### src/rtl/lmsm_sequencer.sv
`default_nettype none
// ============================================================================
//  Module      : lmsm_sequencer
//  Description : Decode-stage expander that turns one LM/SM instruction into
//                NUM_SLOTS slot-tagged micro-ops while holding IF/ID.
//  Revision    : 1.0 - initial release
// ============================================================================
module lmsm_sequencer #(
    parameter int         NUM_SLOTS = 7,
    parameter int         K_W       = 3,
    parameter logic [3:0] OPC_LM    = 4'b1100,
    parameter logic [3:0] OPC_SM    = 4'b1101
) (
    input  logic           clk,
    input  logic           rst_n,
    input  logic [15:0]    instr_id,
    input  logic           instr_valid,
    input  logic           pipe_stall,
    input  logic           flush,
    output logic           uop_valid,
    output logic [K_W-1:0] k_out,
    output logic [2:0]     reg_addr,
    output logic [15:0]    mem_offset,
    output logic           last_uop,
    output logic           fetch_stall,
    output logic           lmsm_active
);

    localparam logic [0:0]     c_st_idle = 1'b0;
    localparam logic [0:0]     c_st_seq  = 1'b1;
    localparam logic [K_W-1:0] c_k_last  = K_W'(NUM_SLOTS - 1);
    localparam logic [K_W-1:0] c_k_one   = K_W'(1);

    logic [0:0]     r_state;
    logic [0:0]     w_state_nxt;
    logic [K_W-1:0] r_k;
    logic [K_W-1:0] w_k_nxt;
    logic [K_W-1:0] w_k_cur;
    logic [K_W-1:0] w_slot_rev;
    logic           w_is_lmsm;
    logic           w_unused_imm;

    assign w_is_lmsm = instr_valid &&
                       ((instr_id[15:12] == OPC_LM) || (instr_id[15:12] == OPC_SM));

    // Expansion is dense: the register list is applied by the MEM-stage mask,
    // so the immediate field is intentionally not consulted here.
    assign w_unused_imm = ^instr_id[11:0];

    // Slot 0 is issued from IDLE, so entering SEQ starts at slot 1.
    always_comb begin
        w_state_nxt = r_state;
        w_k_nxt     = r_k;
        if (flush) begin
            w_state_nxt = c_st_idle;
            w_k_nxt     = '0;
        end else begin
            case (r_state)
                c_st_idle: begin
                    if (w_is_lmsm && !pipe_stall) begin
                        w_state_nxt = c_st_seq;
                        w_k_nxt     = c_k_one;
                    end
                end
                c_st_seq: begin
                    if (!pipe_stall) begin
                        if (r_k == c_k_last) begin
                            w_state_nxt = c_st_idle;
                            w_k_nxt     = '0;
                        end else begin
                            w_k_nxt = r_k + c_k_one;
                        end
                    end
                end
                default: begin
                    w_state_nxt = c_st_idle;
                    w_k_nxt     = '0;
                end
            endcase
        end
    end

    always_ff @(posedge clk or negedge rst_n) begin
        if (!rst_n) begin
            r_state <= c_st_idle;
            r_k     <= '0;
        end else begin
            r_state <= w_state_nxt;
            r_k     <= w_k_nxt;
        end
    end

    always_comb begin
        uop_valid   = instr_valid;
        w_k_cur     = '0;
        last_uop    = 1'b0;
        fetch_stall = w_is_lmsm;
        lmsm_active = 1'b0;
        if (r_state == c_st_seq) begin
            uop_valid   = 1'b1;
            w_k_cur     = r_k;
            last_uop    = (r_k == c_k_last);
            fetch_stall = (r_k != c_k_last);
            lmsm_active = 1'b1;
        end
    end

    // Slots walk the register file from the top down while offsets climb.
    assign w_slot_rev = c_k_last - w_k_cur;
    assign k_out      = w_k_cur;
    assign reg_addr   = 3'(w_slot_rev);
    assign mem_offset = 16'(w_k_cur);

endmodule
`default_nettype wire

### config.mk
export PLATFORM = sky130hd
export DESIGN_NAME = lmsm_sequencer
export DESIGN_NICKNAME = d
export VERILOG_FILES = /design/src/rtl/lmsm_sequencer.sv
export SDC_FILE = /design/constraint.sdc
export NUM_CORES = 1
export LEC_CHECK = 0
export ABC_AREA = 1
export ABC_CLOCK_PERIOD_IN_PS = 2390
export CAP_MARGIN = 20
export CORE_MARGIN = 4
export CORE_UTILIZATION = 30
export DETAILED_ROUTE_END_ITERATION = 6
export PLACE_DENSITY = 0.88
export SLEW_MARGIN = 25
export SYNTH_ARGS = -nofsm -noshare
export SYNTH_HDL_FRONTEND = slang
export SYNTH_SLANG_ARGS = --single-unit
export TNS_END_PERCENT = 30
### constraint.sdc
create_clock -name clk -period 2.39 [get_ports clk]
set_input_delay 0.5975 -clock clk [delete_from_list [all_inputs] [get_ports clk]]
set_output_delay 0.5975 -clock clk [all_outputs]
set_load 0.005 [all_outputs]
; ---- Yosys cells after proc, flatten, opt, wreduce, memory -nomap -nowiden
; Cells that the tools add are included.
[classes]
addsub = 2
mul = 0
div = 0
magnitude_cmp = 0
n_eq_ne = 6
shift = 0
mux = 15
n_bitwise = 1
n_reduce_logical = 5
[ops]
columns = op, count
row1 = two-way mux 3 bit, 5
row2 = inequality test 3 bit (second input constant), 3
row3 = equality test 4 bit (second input constant), 2
row4 = two-way mux 1 bit, 8
row5 = one-hot mux 3 bit (2 select lines), 1
row6 = adder 3 x 1 -> 3 bit (second input constant), 1
row7 = equality test 3 bit (second input constant), 1
row8 = subtractor 3 bit (first input constant), 1
row9 = logical AND 1 bit, 2
row10 = one-hot mux 1 bit (2 select lines), 1
row11 = AND reduction 2 bit, 1
row12 = zero test 1 bit, 1
row13 = logical OR 1 bit, 1
row14 = NOT 1 bit, 1
[word_totals]
regBits = 4
latchBits = 0
mem_bits_rw = 0
mem_bits_ro = 0
input_bits = 21
output_inout_bits = 26
word_cells = 31
mem_count = 0

; ---- Logic depth before layout (Yosys ltp)
; Gate-level depths: netlist of the first run.
[logic_depth]
ltp_word = 7
ltp_mapped = 8
ltp_nobuf = 8

; ---- Worst setup path before layout of the first run
; No wires, ideal clock.
[synth_timing]
path_type = flip-flop to output port
startpoint = reg r_k[0]
endpoint = out reg_addr[2]
arrival_time_ns = 0.972
t_required_ns = 1.793
setup_slack_ns = 0.820
stages_incl_launch_ff = 5
n_path_buf = 0
path_cell_list = dfrtp_1 nand2_1 inv_1 ha_1 xor2_1
[synth_between]
elab_chain_cells = 2
[synth_lines]
columns = item, line_no
row1 = "start, declared", 36  ; logic [K_W-1:0] r_k;
row2 = "start signal, assigned", 89  ; r_k <= w_k_nxt;
row3 = two-way mux 3 bit, 99  ; if (r_state == c_st_seq) begin
row4 = via k_out[0], 21  ; output logic [K_W-1:0] k_out,
row5 = subtractor 3 bit, 109  ; assign w_slot_rev = c_k_last - w_k_cur;
row6 = "end, declared", 22  ; output logic [2:0] reg_addr,
; The timed path passes the listed nets, and every way through them passes these cells.

; ---- Worst setup path in the final report of the first run
[layout_timing]
startpoint = in instr_valid
endpoint = out uop_valid
[layout_between]
elab_chain_cells = 1
[layout_lines]
columns = item, line_no
row1 = "start, declared", 17  ; input logic instr_valid,
row2 = two-way mux 1 bit, 99
row3 = "end, declared", 20  ; output logic uop_valid,
; Every way passes these cells.

==> flow_summary_export.csv, run 1 <==
group,metric,value,unit
status,status,"finished, final reports clean",
placement,place_area,599,µm²
worst_setup_path,crit_buf_inv,2,
synth,synth-main-ff-cell,"dfrtp_1",
cells_and_area,nets,111,
timing,rsz0062_at_grt,"no",
placement,gp_congestion,0.740,
worst_setup_path,crit_family,"buffers and inverters",
synth,syn_inst,66,
clocking,clkSlewWorstSetupHoldPaths,0.04,ns
timing,finClkSkew,0.00413,ns
cells_and_area,area_delta_synth_final,40.1,%
routing,via_per_inst,4.07,
floorplan,core,0.00137,mm²
routing,detail-route-antenna-nets,0,
routing,drc,0,
clocking,numCtsBuffers,3,
worst_setup_path,critPathMaxStageDelay,0.45,ns
clocking,clock_sinks,4,
floorplan,num_rows,13,
worst_setup_path,timing_worst_setup_path_type,"in -> out",
global_routing,grt_first_pass_wirelength,1.37,mm
timing,drv_slew,0,
routing,avgRoutedWirePerCell,9.20,µm
cells_and_area,finalInstanceArea,638,µm²
clocking,clk_path_buf_depth,2,
pwr,p_leak,0.332,nW
cells_and_area,fillerInstances,144,
cells_and_area,finalNonFillerCells,102,
cells_and_area,post-route-util,46.7,%
synth,synth_area,455,µm²
global_routing,groute.usage.overall,8.88,%
synth,synth_top_cell_area_share,28.0,%
worst_setup_path,slowest_stage,"clkdlybuf4s50_1",
worst_setup_path,endpoint_kind,"primary output",
timing,fmax,0.430,GHz
floorplan,fp.dieH,47.0,µm
synth,synth.top_cells.by_area,"buf_4 28%, dfrtp_1 22%, nand2_1 11%",
cells_and_area,drive_above_1_share,18.4,%
synth,seq_area_frac_synth,22.0,%
pwr,powerDensity,293,mW/mm²
worst_setup_path,arrival,1.73,ns
synth,avgSynthCellArea,6.90,µm²
synth,synth-edff-count,0,
worst_setup_path,critPathLaunchType,"primary input",
global_routing,grt.overflow.total,0,
synth,synthTopCellsByCount,"17 x buf_4, 13 x nand2_1, 9 x inv_1",
timing,final.setup.tns,0,ns
placement,hpwl,804,µm
synth,synth.most_common_cell,"buf_4",
worst_setup_path,r2r_end,"r_k[1]",
clocking,clock_latency,0.23,ns
synth,ys_warn_count,0,
routing,vias,415,
worst_setup_path,worstPathCellList,"clkdlybuf4s50_1, or2_2, clkdlybuf4s50_1",
timing,period_minus_slack,2.33,ns
routing,drt_iter0_drc,9,
placement,place_inst,97,
worst_setup_path,reg2reg_from,"r_state",
worst_setup_path,r2r_slack,1.34,ns
clocking,cts.htree.levels,1,
worst_setup_path,cp_max_fo,2,
clocking,cts.root.buffer_cell,"clkbuf_4",
worst_setup_path,worst_r2r_path_depth,6,
global_routing,grt_pass1_vias,354,
worst_setup_path,crit_top_cell,"clkdlybuf4s50_1",
floorplan,start_util,33.3,%
floorplan,ios,47,
global_routing,grt_max_degree,8,
placement,portBuffers,20,
synth,synth_top_cell_by_area,"buf_4",
run,max_cap_violations,0,
timing,hold_viol_final,0,
synth,synth_seq_cells,4,
timing,setup-violations-final,0,
synth,ys_async_sr_fraction,100,%
min_path,hp-class,"in -> async",
clocking,cts_tree,"built",
floorplan,dieArea,0.00221,mm²
synth,synth_cell_types,17,
global_routing,antenna_found_initial,0,
routing,drt-total-wl,938,µm
pwr,peakVddDrop,0.000263,V
routing,drt-pass1-iter-count,4,
worst_setup_path,cp.required,1.79,ns
floorplan,die_w,47.0,µm
timing,min_period_over_period,97.3,%
cells_and_area,diodes,0,
[repair_timing]
item / CTS / global route
gates resized for setup: 1 / 3
hold buffers: 0 / 0
endpoints found under the setup margin: 1 / 2
setup buffers: 0 / 2
pin swaps: 0 / 0
[kinds of logic (layout without fill, tap and decap cells)]
kind of cell	after synthesis	after routing	share of synthesized area [%]
and+or+nand+nor	27	27	29.9
buffers and inverters	27	36	36.3
AOI/OAI and AO/OA	4	4	4.40
DFF	4	4	22.0
xor gates and xnor gates	2	2	3.85
adders and majority gates	1	1	2.75
other	1	13	0.823
[cell usage in the layout (no fill, tap or decap), drive strengths merged]
cell type | netlist | layout
buf | 17 | 3
clkbuf | 0 | 3
dlygate4sd2 | 0 | 1
nand2 | 15 | 15
nor2 | 4 | 4
xor2 | 1 | 1
nand3 | 6 | 6
xnor2 | 1 | 1
nor3 | 1 | 1
a21oi | 4 | 4
ha | 1 | 1
dfrtp | 4 | 4
conb | 1 | 13
clkdlybuf4s50 | 0 | 19
or2 | 1 | 1
inv | 10 | 10
[power breakdown]
| group | total, mW | internal, mW | switching, mW |
|---|---|---|---|
| sequential | 0.0704 | 0.0691 | 0.00139 |
| clock | 0.0816 | 0.0560 | 0.0256 |
| combinational | 0.0351 | 0.0183 | 0.0168 |
| total | 0.187 | 0.143 | 0.0437 |
[through the flow]
stage / hold slack, ns / power, mW / setup slack, ns
2_1_floorplan: 0.302 / 0.101 / 0.820
3_3_place_gp: 0.563 / 0.104 / -0.106
3_5_place_dp: 0.566 / 0.105 / -0.139
4_1_cts: 0.557 / 0.192 / 0.0309
5_1_grt: 0.569 / 0.202 / 0.0187
6_report: 0.560 / 0.187 / 0.0637
[worst max path at each step]
stage,from,end,depth (start not counted),slack (ns)
2_1_floorplan,r_k[0],reg_addr[2],4,0.82
3_3_place_gp,instr_id[14],fetch_stall,6,-0.11
3_5_place_dp,instr_id[14],fetch_stall,6,-0.14
4_1_cts,r_k[0],reg_addr[2],5,0.03
5_1_grt,r_k[0],reg_addr[2],5,0.02
6_report,instr_valid,uop_valid,3,0.06
[layer usage]
| metal | wire length (µm) | vias to the layer above | global-route usage (%) |
|---|---|---|---|
| met5 | 0 | - | 0 |
| met4 | 0 | 0 | 1.66 |
| met3 | 85 | 0 | 5.75 |
| met2 | 515 | 16 | 15.7 |
| met1 | 337 | 185 | 8.78 |
| li1 | - | 214 | - |
[flip-flops by register name, summed over array words and instances (netlist names)]
register / flops
r_k: 3
r_state: 1
[layout make-up]
type                            instances  area (µm²)  share of cell area [%]
Sequential cell                         4         103                    16.1
Inverter                               10        37.5                    5.88
Tap cell                               15        18.8                    2.94
Clock buffer                            3        22.5                    3.53
Timing Repair Buffer                   23         221                    34.7
Multi-Input combinational cell         47         235                    36.9
Power figures use the tool's default switching activity.
==> run 2, diff against run 1 <==
Settings changed: CELL_PAD_IN_SITES_DETAIL_PLACEMENT set to 0, CELL_PAD_IN_SITES_GLOBAL_PLACEMENT set to 1, CORE_UTILIZATION 30 to 18, PLACE_DENSITY 0.88 to 0.86, SKIP_LAST_GASP set to 1.
==> run 2 against run 1 <==
Sequential power hardly changed; sequential cell count stayed put; die area is 54% higher; total power hardly changed; final cell count is 11% higher; combinational power is 4% lower; critical path type unchanged; largest power group unchanged; highest routed layer unchanged.
==> flow_summary_export.csv, run 2 (synthesis gave the netlist of run 1 again) <==
group,metric,value,unit
status,status,"finished, final reports clean",
cells_and_area,largest_reg_flops,3,
timing,setup-violations-final,0,
floorplan,ios,47,
timing,rsz0062_at_grt,"no",
clocking,clock_sinks,4,
worst_setup_path,timing_worst_setup_path_type,"in -> out",
worst_setup_path,slowest_stage,"clkdlybuf4s50_1",
timing,fmax,0.427,GHz
cells_and_area,area_delta_synth_final,40.9,%
routing,drt-pass1-iter-count,4,
clocking,cts_tree,"built",
cells_and_area,diodes,0,
worst_setup_path,path_depth,3,
floorplan,start_util,19.6,%
clocking,cts.root.buffer_cell,"clkbuf_4",
placement,portBuffers,20,
global_routing,grt_max_degree,8,
global_routing,groute.usage.overall,5.86,%
routing,vias,391,
cells_and_area,layout_commonest_cell,"clkdlybuf4s50_1",
worst_setup_path,reg2reg_from,"r_state",
pwr,pwr-share-seq,37.7,%
routing,drt-total-wl,953,µm
worst_setup_path,endpoint_kind,"primary output",
pwr,intPower,0.143,mW
worst_setup_path,cp_max_fo,2,
global_routing,grt.overflow.total,0,
pwr,power_frac_comb,17.9,%
worst_setup_path,critPathMaxStageDelay,0.45,ns
run,max_cap_violations,0,
clocking,clkSlewWorstSetupHoldPaths,0.04,ns
global_routing,grt_pass1_vias,370,
worst_setup_path,worstSetupEndpoint,"uop_valid",
clocking,clk_path_buf_depth,2,
routing,drc,0,
cells_and_area,biggestRegsByFlops,"r_k x3, r_state x1",
cells_and_area,nets,109,
global_routing,grt_first_pass_wirelength,1.48,mm
clocking,numCtsBuffers,3,
placement,hpwl,850,µm
timing,finClkSkew,0.00231,ns
worst_setup_path,arrival,1.74,ns
timing,hold_viol_final,0,
worst_setup_path,cp-startpoint,"instr_valid",
worst_setup_path,cp.required,1.79,ns
timing,period_minus_slack,2.34,ns
placement,dp_slack,-0.116,ns
routing,via_per_inst,3.46,
cells_and_area,seqCellArea,103,µm²
cells_and_area,drive_above_1_share,15.3,%
routing,drt_iter0_drc,4,
worst_setup_path,worstPathCellList,"clkdlybuf4s50_1, or2_2, clkdlybuf4s50_1",
pwr,p_leak,0.324,nW
clocking,cts.htree.levels,1,
cells_and_area,final_cell_mix,"18 x clkdlybuf4s50_1, 13 x nand2_1, 13 x conb_1",
timing,min_period_over_period,98.0,%
timing,final.setup.tns,0,ns
global_routing,antenna_found_initial,0,
cells_and_area,regMostFlops,"r_k",
timing,setup_ws,0.0475,ns
pwr,power.switching,0.0446,mW
floorplan,die_w,58.3,µm
routing,detail-route-antenna-nets,0,
timing,drv_slew,0,
min_path,hp-class,"in -> async",
pwr,power_frac_clock,44.3,%
routing,avgRoutedWirePerCell,8.43,µm
pwr,peakVddDrop,0.000166,V
cells_and_area,fillerInstances,252,
worst_setup_path,crit_top_cell,"clkdlybuf4s50_1",
floorplan,core,0.00232,mm²
pwr,powerDensity,292,mW/mm²
worst_setup_path,critPathLaunchType,"primary input",
pwr,switching_share,23.8,%
cells_and_area,multi_input_area,235,µm²
placement,gp_congestion,0.699,
worst_setup_path,crit_buf_inv,2,
floorplan,num_rows,17,
clocking,clock_latency,0.23,ns
worst_setup_path,crit_family,"buffers and inverters",
worst_setup_path,r2r_slack,1.34,ns
worst_setup_path,r2r_end,"r_k[1]",
floorplan,fp.dieH,58.3,µm
worst_setup_path,worst_r2r_path_depth,6,
floorplan,dieArea,0.00340,mm²
run 2: changes by cell type in the layout (fill, tap and decap cells not counted):
cell             change
buf_4                -2
clkdlybuf4s50_1      -1
dlymetal6s2s_1       +1
inv_1                +1
inv_2                -1
run 2: how the worst min path moves through the flow:
stage            from  endpoint  slack [ns]  cells after the start
2_1_floorplan   rst_n    r_k[0]        0.30                      0
3_3_place_gp   r_k[2]    r_k[2]        0.57                      2
3_5_place_dp   r_k[2]    r_k[2]        0.56                      2
4_1_cts         rst_n    r_k[0]        0.56                      1
5_1_grt         rst_n    r_k[0]        0.57                      1
6_report        rst_n    r_k[1]        0.56                      1
run 2: metal layers:
| metal | share of wire [%] | up-vias | wire (µm) | GRT usage (%) |
|---|---|---|---|---|
| li1 | - | 207 | - | - |
| met1 | 35 | 164 | 336 | 5.18 |
| met2 | 54 | 20 | 516 | 10.4 |
| met3 | 10 | 0 | 100 | 2.85 |
| met4 | 0 | 0 | 0 | 3.97 |
| met5 | 0 | - | 0 | 0 |
run 2: area by class of cell:
type / instances / area share, %
multi-input combinational: 47 / 36.6
timing repair buffer: 21 / 32.6
sequential: 4 / 16.0
inverter: 10 / 5.85
tap: 28 / 5.46
clock buffer: 3 / 3.51
run 2: repair_timing:
item	4_1_cts	5_1_grt
endpoints found under the setup margin	1	2
hold buffers	0	0
gates resized for setup	1	3
setup buffers	0	0
run 2: power by group through the flow:
stage / Clock, mW / Sequential, mW / Combinational (mW)
2_1_floorplan: 0 / 0.0710 / 0.0302
3_3_place_gp: 0 / 0.0712 / 0.0333
3_5_place_dp: 0 / 0.0713 / 0.0338
4_1_cts: 0.0880 / 0.0705 / 0.0334
5_1_grt: 0.0943 / 0.0708 / 0.0380
6_report: 0.0829 / 0.0706 / 0.0336
run 2: stage by stage:
stage          cell area, µm²  std cells  util, %  power (mW)  hold slack (ns)
4_1_cts                   637        113     27.5       0.192            0.559
3_3_place_gp              616        110     26.6       0.104            0.570
2_1_floorplan             500         78        -       0.101            0.302
3_5_place_dp              616        110     26.6       0.105            0.563
5_1_grt                   642        113     27.7       0.203            0.565
6_report                  642        113     27.7       0.187            0.561
